`src/rtl/l2_noc_tx.sv`:
```
// L2 NoC transmit serialiser: round-robin between req-out and rsp-out, packets emitted as HEAD/ADDR/DATA flits.
// Latency: HEAD flit valid one cycle after accept, then one flit per cycle under continuous noc_ready.
// Backpressure: flit held stable while noc_ready is low; sources accepted only in IDLE. Optional stats: L2_NOC_TX_STATS_EN.
module l2_noc_tx #(
  parameter int          ADDR_W        = 32,
  parameter int          OFF_W         = 4,
  parameter int          WORD_W        = 64,
  parameter int          LINE_WORDS    = 2,
  parameter int          MSG_W         = 5,
  parameter int          TILE_W        = 8,
  parameter logic [31:0] REQ_DATA_MASK = 32'h8,
  parameter logic [31:0] RSP_DATA_MASK = 32'h3
) (
  input  logic                         clk,
  input  logic                         rst,
  input  logic [TILE_W-1:0]            local_tile,
  input  logic [TILE_W-1:0]            home_tile,
  input  logic                         req_valid,
  output logic                         req_ready,
  input  logic [MSG_W-1:0]             req_msg,
  input  logic [1:0]                   req_hprot,
  input  logic [ADDR_W-OFF_W-1:0]      req_addr,
  input  logic [WORD_W*LINE_WORDS-1:0] req_line,
  input  logic                         rsp_valid,
  output logic                         rsp_ready,
  input  logic [MSG_W-1:0]             rsp_msg,
  input  logic                         rsp_to_req,
  input  logic [TILE_W-1:0]            rsp_req_id,
  input  logic [ADDR_W-OFF_W-1:0]      rsp_addr,
  input  logic [WORD_W*LINE_WORDS-1:0] rsp_line,
  output logic                         noc_valid,
  input  logic                         noc_ready,
  output logic [2+WORD_W-1:0]          noc_flit
`ifdef L2_NOC_TX_STATS_EN
  ,
  output logic [31:0]                  stats_req_pkts,
  output logic [31:0]                  stats_rsp_pkts,
  output logic [31:0]                  stats_stall_cycles
`endif
);

  localparam int LA_W   = ADDR_W - OFF_W;
  localparam int LINE_W = WORD_W * LINE_WORDS;
  localparam int FLIT_W = 2 + WORD_W;
  localparam int CNT_W  = (LINE_WORDS > 1) ? $clog2(LINE_WORDS) : 1;
  localparam logic [CNT_W-1:0] LAST_WORD = CNT_W'(LINE_WORDS - 1);

  localparam logic [1:0] PRE_HEAD = 2'b10;
  localparam logic [1:0] PRE_BODY = 2'b00;
  localparam logic [1:0] PRE_TAIL = 2'b01;

  typedef enum logic [1:0] {IDLE, HEAD, ADDR, DATA} state_t;

  state_t            state;
  logic              rr_ptr;        // 0: request source has priority, 1: response source
  logic              pkt_has_data;
  logic [LA_W-1:0]   pkt_addr;
  logic [LINE_W-1:0] pkt_line;
  logic [CNT_W-1:0]  word_cnt;

  logic              idle;
  logic              req_acc;
  logic              rsp_acc;
  logic              flit_done;
  logic [TILE_W-1:0] acc_dst;
  logic [MSG_W-1:0]  acc_msg;
  logic [LA_W-1:0]   acc_addr;
  logic [LINE_W-1:0] acc_line;
  logic              acc_has_data;

  // hprot travels alongside the message but is not carried in any flit
  logic unused_hprot;
  assign unused_hprot = ^req_hprot;

  function automatic logic [WORD_W-1:0] head_payload(input logic [TILE_W-1:0] src,
                                                     input logic [TILE_W-1:0] dst,
                                                     input logic [MSG_W-1:0]  msg);
    logic [WORD_W-1:0] p;
    p = '0;
    p[WORD_W-1 -: 2*TILE_W+MSG_W] = {src, dst, msg};
    return p;
  endfunction

  function automatic logic [WORD_W-1:0] addr_payload(input logic [LA_W-1:0] la);
    logic [WORD_W-1:0] p;
    p = '0;
    p[ADDR_W-1:0] = {la, {OFF_W{1'b0}}};
    return p;
  endfunction

  // Readies are combinational and only ever high while idle and out of reset
  assign idle      = (state == IDLE) & rst;
  assign rsp_ready = idle & rsp_valid & (!req_valid | rr_ptr);
  assign req_ready = idle & req_valid & !rsp_ready;
  assign req_acc   = req_valid & req_ready;
  assign rsp_acc   = rsp_valid & rsp_ready;
  assign flit_done = noc_valid & noc_ready;

  // Mux the granted source's message fields for capture
  always_comb begin
    acc_msg      = req_msg;
    acc_dst      = home_tile;
    acc_addr     = req_addr;
    acc_line     = req_line;
    acc_has_data = REQ_DATA_MASK[req_msg];
    if (rsp_acc) begin
      acc_msg      = rsp_msg;
      acc_dst      = rsp_to_req ? rsp_req_id : home_tile;
      acc_addr     = rsp_addr;
      acc_line     = rsp_line;
      acc_has_data = RSP_DATA_MASK[rsp_msg];
    end
  end

  // Packet FSM: the next flit is registered on the same edge the current one completes
  always_ff @(posedge clk or negedge rst) begin
    if (!rst) begin
      state        <= IDLE;
      rr_ptr       <= 1'b0;
      pkt_has_data <= 1'b0;
      pkt_addr     <= '0;
      pkt_line     <= '0;
      word_cnt     <= '0;
      noc_valid    <= 1'b0;
      noc_flit     <= '0;
    end else begin
      case (state)
        IDLE: begin
          if (req_acc || rsp_acc) begin
            pkt_has_data <= acc_has_data;
            pkt_addr     <= acc_addr;
            pkt_line     <= acc_line;
            rr_ptr       <= req_acc;
            noc_valid    <= 1'b1;
            noc_flit     <= {PRE_HEAD, head_payload(local_tile, acc_dst, acc_msg)};
            state        <= HEAD;
          end
        end
        HEAD: begin
          if (flit_done) begin
            noc_flit <= {(pkt_has_data ? PRE_BODY : PRE_TAIL), addr_payload(pkt_addr)};
            state    <= ADDR;
          end
        end
        ADDR: begin
          if (flit_done) begin
            if (pkt_has_data) begin
              word_cnt <= '0;
              noc_flit <= {((LINE_WORDS == 1) ? PRE_TAIL : PRE_BODY), pkt_line[WORD_W-1:0]};
              state    <= DATA;
            end else begin
              noc_valid <= 1'b0;
              noc_flit  <= '0;
              state     <= IDLE;
            end
          end
        end
        DATA: begin
          if (flit_done) begin
            if (word_cnt == LAST_WORD) begin
              word_cnt  <= '0;
              noc_valid <= 1'b0;
              noc_flit  <= '0;
              state     <= IDLE;
            end else begin
              word_cnt <= word_cnt + 1'b1;
              noc_flit <= {(((word_cnt + 1'b1) == LAST_WORD) ? PRE_TAIL : PRE_BODY),
                           pkt_line[(word_cnt + 1'b1)*WORD_W +: WORD_W]};
            end
          end
        end
        default: state <= IDLE;
      endcase
    end
  end

`ifdef L2_NOC_TX_STATS_EN
  logic        pkt_is_rsp;
  logic [31:0] req_pkt_cnt;
  logic [31:0] rsp_pkt_cnt;
  logic [31:0] stall_cnt;
  logic        tail_done;

  assign tail_done          = flit_done & (noc_flit[FLIT_W-1 -: 2] == PRE_TAIL);
  assign stats_req_pkts     = req_pkt_cnt;
  assign stats_rsp_pkts     = rsp_pkt_cnt;
  assign stats_stall_cycles = stall_cnt;

  // Per-source packet counts on tail handshake, stall count on held flits; all wrap
  always_ff @(posedge clk or negedge rst) begin
    if (!rst) begin
      pkt_is_rsp  <= 1'b0;
      req_pkt_cnt <= '0;
      rsp_pkt_cnt <= '0;
      stall_cnt   <= '0;
    end else begin
      if (rsp_acc)      pkt_is_rsp <= 1'b1;
      else if (req_acc) pkt_is_rsp <= 1'b0;
      if (tail_done) begin
        if (pkt_is_rsp) rsp_pkt_cnt <= rsp_pkt_cnt + 32'd1;
        else            req_pkt_cnt <= req_pkt_cnt + 32'd1;
      end
      if (noc_valid && !noc_ready) stall_cnt <= stall_cnt + 32'd1;
    end
  end
`endif

endmodule

```
`config.mk`:
```
export PLATFORM = sky130hd
export DESIGN_NAME = l2_noc_tx
export DESIGN_NICKNAME = d
export VERILOG_FILES = /design/src/rtl/l2_noc_tx.sv
export SDC_FILE = /design/constraint.sdc
export NUM_CORES = 1
export LEC_CHECK = 0
export ABC_AREA = 0
export CORE_AREA = 5 5 161 163
export CTS_CLUSTER_SIZE = 30
export DETAILED_ROUTE_END_ITERATION = 12
export DIE_AREA = 0 0 166 168
export GPL_TIMING_DRIVEN = 0
export PLACE_DENSITY_LB_ADDON = 0.08
export SLEW_MARGIN = 20
export SYNTH_ARGS = -nofsm -noshare
export SYNTH_HDL_FRONTEND = slang
export SYNTH_SLANG_ARGS = --single-unit
```
`constraint.sdc`:
```
create_clock -name clk -period 3.7 [get_ports clk]
set_input_delay 1.11 -clock clk [delete_from_list [all_inputs] [get_ports clk]]
set_output_delay 1.11 -clock clk [all_outputs]
set_load 0.1 [all_outputs]
```
==> metrics.txt <==
Reg area=0.00571 sq mm; most common library cell in the layout ignoring fill and taps=clkdlybuf4s50_1; clock sinks=228; Die Y-Extent=168 um; worst-path maximum fanout=18; fmax=275 MHz; P_int=7.64 mW; first-pass GRT wire length=68900 um; number of buffers created by CTS=26; DR vias=11600; min cycle time layout=3.64 ns; Place WS=-1.55 ns; Min-Delay Path Class=in -> async; core area=0.0242 sq mm; vias in the first global route=11700; register area share after synthesis=52.5%; Synth cell types=38; Required @ worst endpoint=2.59 ns; endpoint type of the worst setup path=output pin; most frequent cells in the layout=clkdlybuf4s50_1, nand2_1, nor2_1, dfrtp_1, a31oi_1; Setup CP Type=in -> out; Filler Cells Inserted=2004; hold_buf cts=0; Clock Latency Late Sink=0.53 ns; Worst path max stage delay=0.52 ns; largest net degree at the start of global routing=87; DR pass1 iterations=9; Post-route DRC=0; layout cells sized above 1=8.96%; relative slew slack=24.9%; post-route ant nets=0; P&R area growth vs syn=51.1%; Total GRT Usage=31.4%; Synth Warn #=0; Synth Instances=1244; root buf cell=clkbuf_16; drt wl/cell=22.5 um; clock slew at reported path FFs=0.06 ns; Initial Utilization=44.9%; Die Span X=166 um; fin worst setup slack=0.0603 ns; Yosys top cell by area=dfrtp_1; Final Wtd Congestion=0.879; GR Overflow Total=0; slowest library cell on the worst path=clkdlybuf4s50_1; Post-Syn Area=0.0109 sq mm; sequential share of power=31.0%; CTS tree=built; fin crit share=98.4%; clk buf depth=3; Post-synth EDFFs=0; final hold vios=0; final wirelength=45700 um; average size of a mapped cell=8.73 sq um; syn_nets=1598; Ports=423; MaxCap Viol Count=0; Post-synth top flop=dfrtp_1; synth top area cells=dfrtp_1, nand2_1, a31oi_1, nor2_1, a221oi_2; worst-path cell chain=clkdlybuf4s50_1 > nand2b_1 > nand3_1 > buf_2 > inv_6 > buf_6; Final #Nets=2047; status=completed; Port Buffer Count=419; clock skew=0.0158 ns; peak supply drop=0.704 mV; Gate power share=51.7%; row count=57; fin. max-slew vios=0; Lkg Pwr=6.90 nW; asr flop ratio synth=100%; Yosys reg bits=228; Clock power frac=17.3%; Buf/Inv on CP=4; Tightest Pin Transition=1.12 ns; Layout Cells excl Fill=2035; Startpoint Class=primary input; Post-DP HPWL=33300 um; antenna violations before repair=2; RSZ-0062 raised after global routing=false; Top delay family on crit path=buffers and inverters; Net Switching=7.09 mW; initial DRC count=1107; Die ar.=0.0279 sq mm; Final setup viols=0; Inst Count DP=1989; via/cell ratio=5.68; post-synth top area share=52.5%; Multi-input gate area=0.00458 sq mm; Switching Fraction=48.1%; Pwr Density=897 mW/mm^2; H-tree Lvls=1; Post-CTS Setup Repair Bufs=0; critical path arrival=2.53 ns
==> power groups by stage <==
| stage | sequential [mW] | clock (mW) | combinational, mW |
|---|---|---|---|
| 2_1_floorplan | 6.95 | 0 | 2.77 |
| 3_3_place_gp | 4.53 | 0 | 7.44 |
| 3_5_place_dp | 4.57 | 0 | 7.55 |
| 4_1_cts | 4.54 | 2.56 | 7.60 |
| 5_1_grt | 4.68 | 2.67 | 8.07 |
| 6_report | 4.57 | 2.55 | 7.62 |
==> synth_stat cells (3+ instances only) <==
| library cell | instances |
|---|---|
| nand3_1 | 18 |
| a221oi_1 | 15 |
| nand2_1 | 344 |
| o31ai_1 | 8 |
| buf_6 | 3 |
| a221oi_2 | 22 |
| o31ai_2 | 3 |
| buf_2 | 49 |
| buf_1 | 3 |
| o21ai_0 | 4 |
| a22oi_1 | 9 |
| dfrtp_1 | 228 |
| nor2_1 | 228 |
| buf_4 | 21 |
| and3_1 | 11 |
| clkbuf_1 | 31 |
| a21oi_1 | 20 |
| a222oi_1 | 18 |
| nor3_1 | 5 |
| a31oi_1 | 176 |
| nand2b_1 | 3 |
| o41ai_2 | 4 |
==> cell families (layout without fill, tap and decap cells) <==
logic type	after synthesis	in the layout	synth area share, %
DFF	228	228	52.5
and+or+nand+nor	618	618	22.3
other	0	3	0
buffers and inverters	111	575	5.33
AOI/OAI and AO/OA	287	287	19.9
==> layer usage <==
metal  vias to the layer above  part of all wire, %  track usage [%]
met5                         -                    0                0
met3                       102                  9.4             7.71
met2                       593                   48             52.8
li1                       5239                    -                -
met1                      5633                   39             39.8
met4                         0                  3.9             11.1
==> path summary, 6_finish.rpt <==
check                            startpoint           end  slack [ns]  cells past startpoint
worst min register to register  noc_flit[8]   noc_flit[8]        0.48                      2
min in group clk                noc_flit[8]   noc_flit[8]        0.48                      2
worst min-delay path                    rst  pkt_line[30]        0.46                      1
worst max register to register       rr_ptr  pkt_line[94]        1.40                      7
worst max-delay path              req_valid     rsp_ready        0.06                      6
max in group asynchronous               rst  pkt_line[74]        2.54                      2
==> layout make-up <==
cell class	instances	share of cell area (%)
timing repair buffer	422	26.2
sequential	228	34.8
tap	324	2.47
multi-input combinational	905	27.9
antenna	3	0.0457
clock inverter	4	0.297
inverter	4	0.122
buffer	106	3.42
clock buffer	39	4.76
==> per-stage QoR <==
step | hold WS (ns) | total power, mW | instance area (sq um) | TNS, ns | utilization, %
4_1_cts | 0.453 | 14.7 | 16400 | 0 | 67.8
3_5_place_dp | 0.465 | 12.1 | 15500 | -2.42 | 64.2
5_1_grt | 0.465 | 15.4 | 16400 | 0 | 67.9
2_1_floorplan | 0.481 | 9.72 | 10900 | 0 | -
3_3_place_gp | 0.457 | 12.0 | 15500 | -3763.21 | 63.9
6_report | 0.458 | 14.7 | 16400 | 0 | 67.9
==> state kept, by name, indices dropped and copies added (netlist names) <==
name	count
pkt_line	128
noc_flit	66
pkt_addr	28
state	2
noc_valid	1
pkt_has_data	1
rr_ptr	1
word_cnt	1
==> repair_timing <==
item | in CTS | in global routing
setup endpoints to repair | 2 | 1
resized for setup | 13 | 2
cloned | 1 | 0
pin swaps | 0 | 0
(Power assumes the default switching activity.)
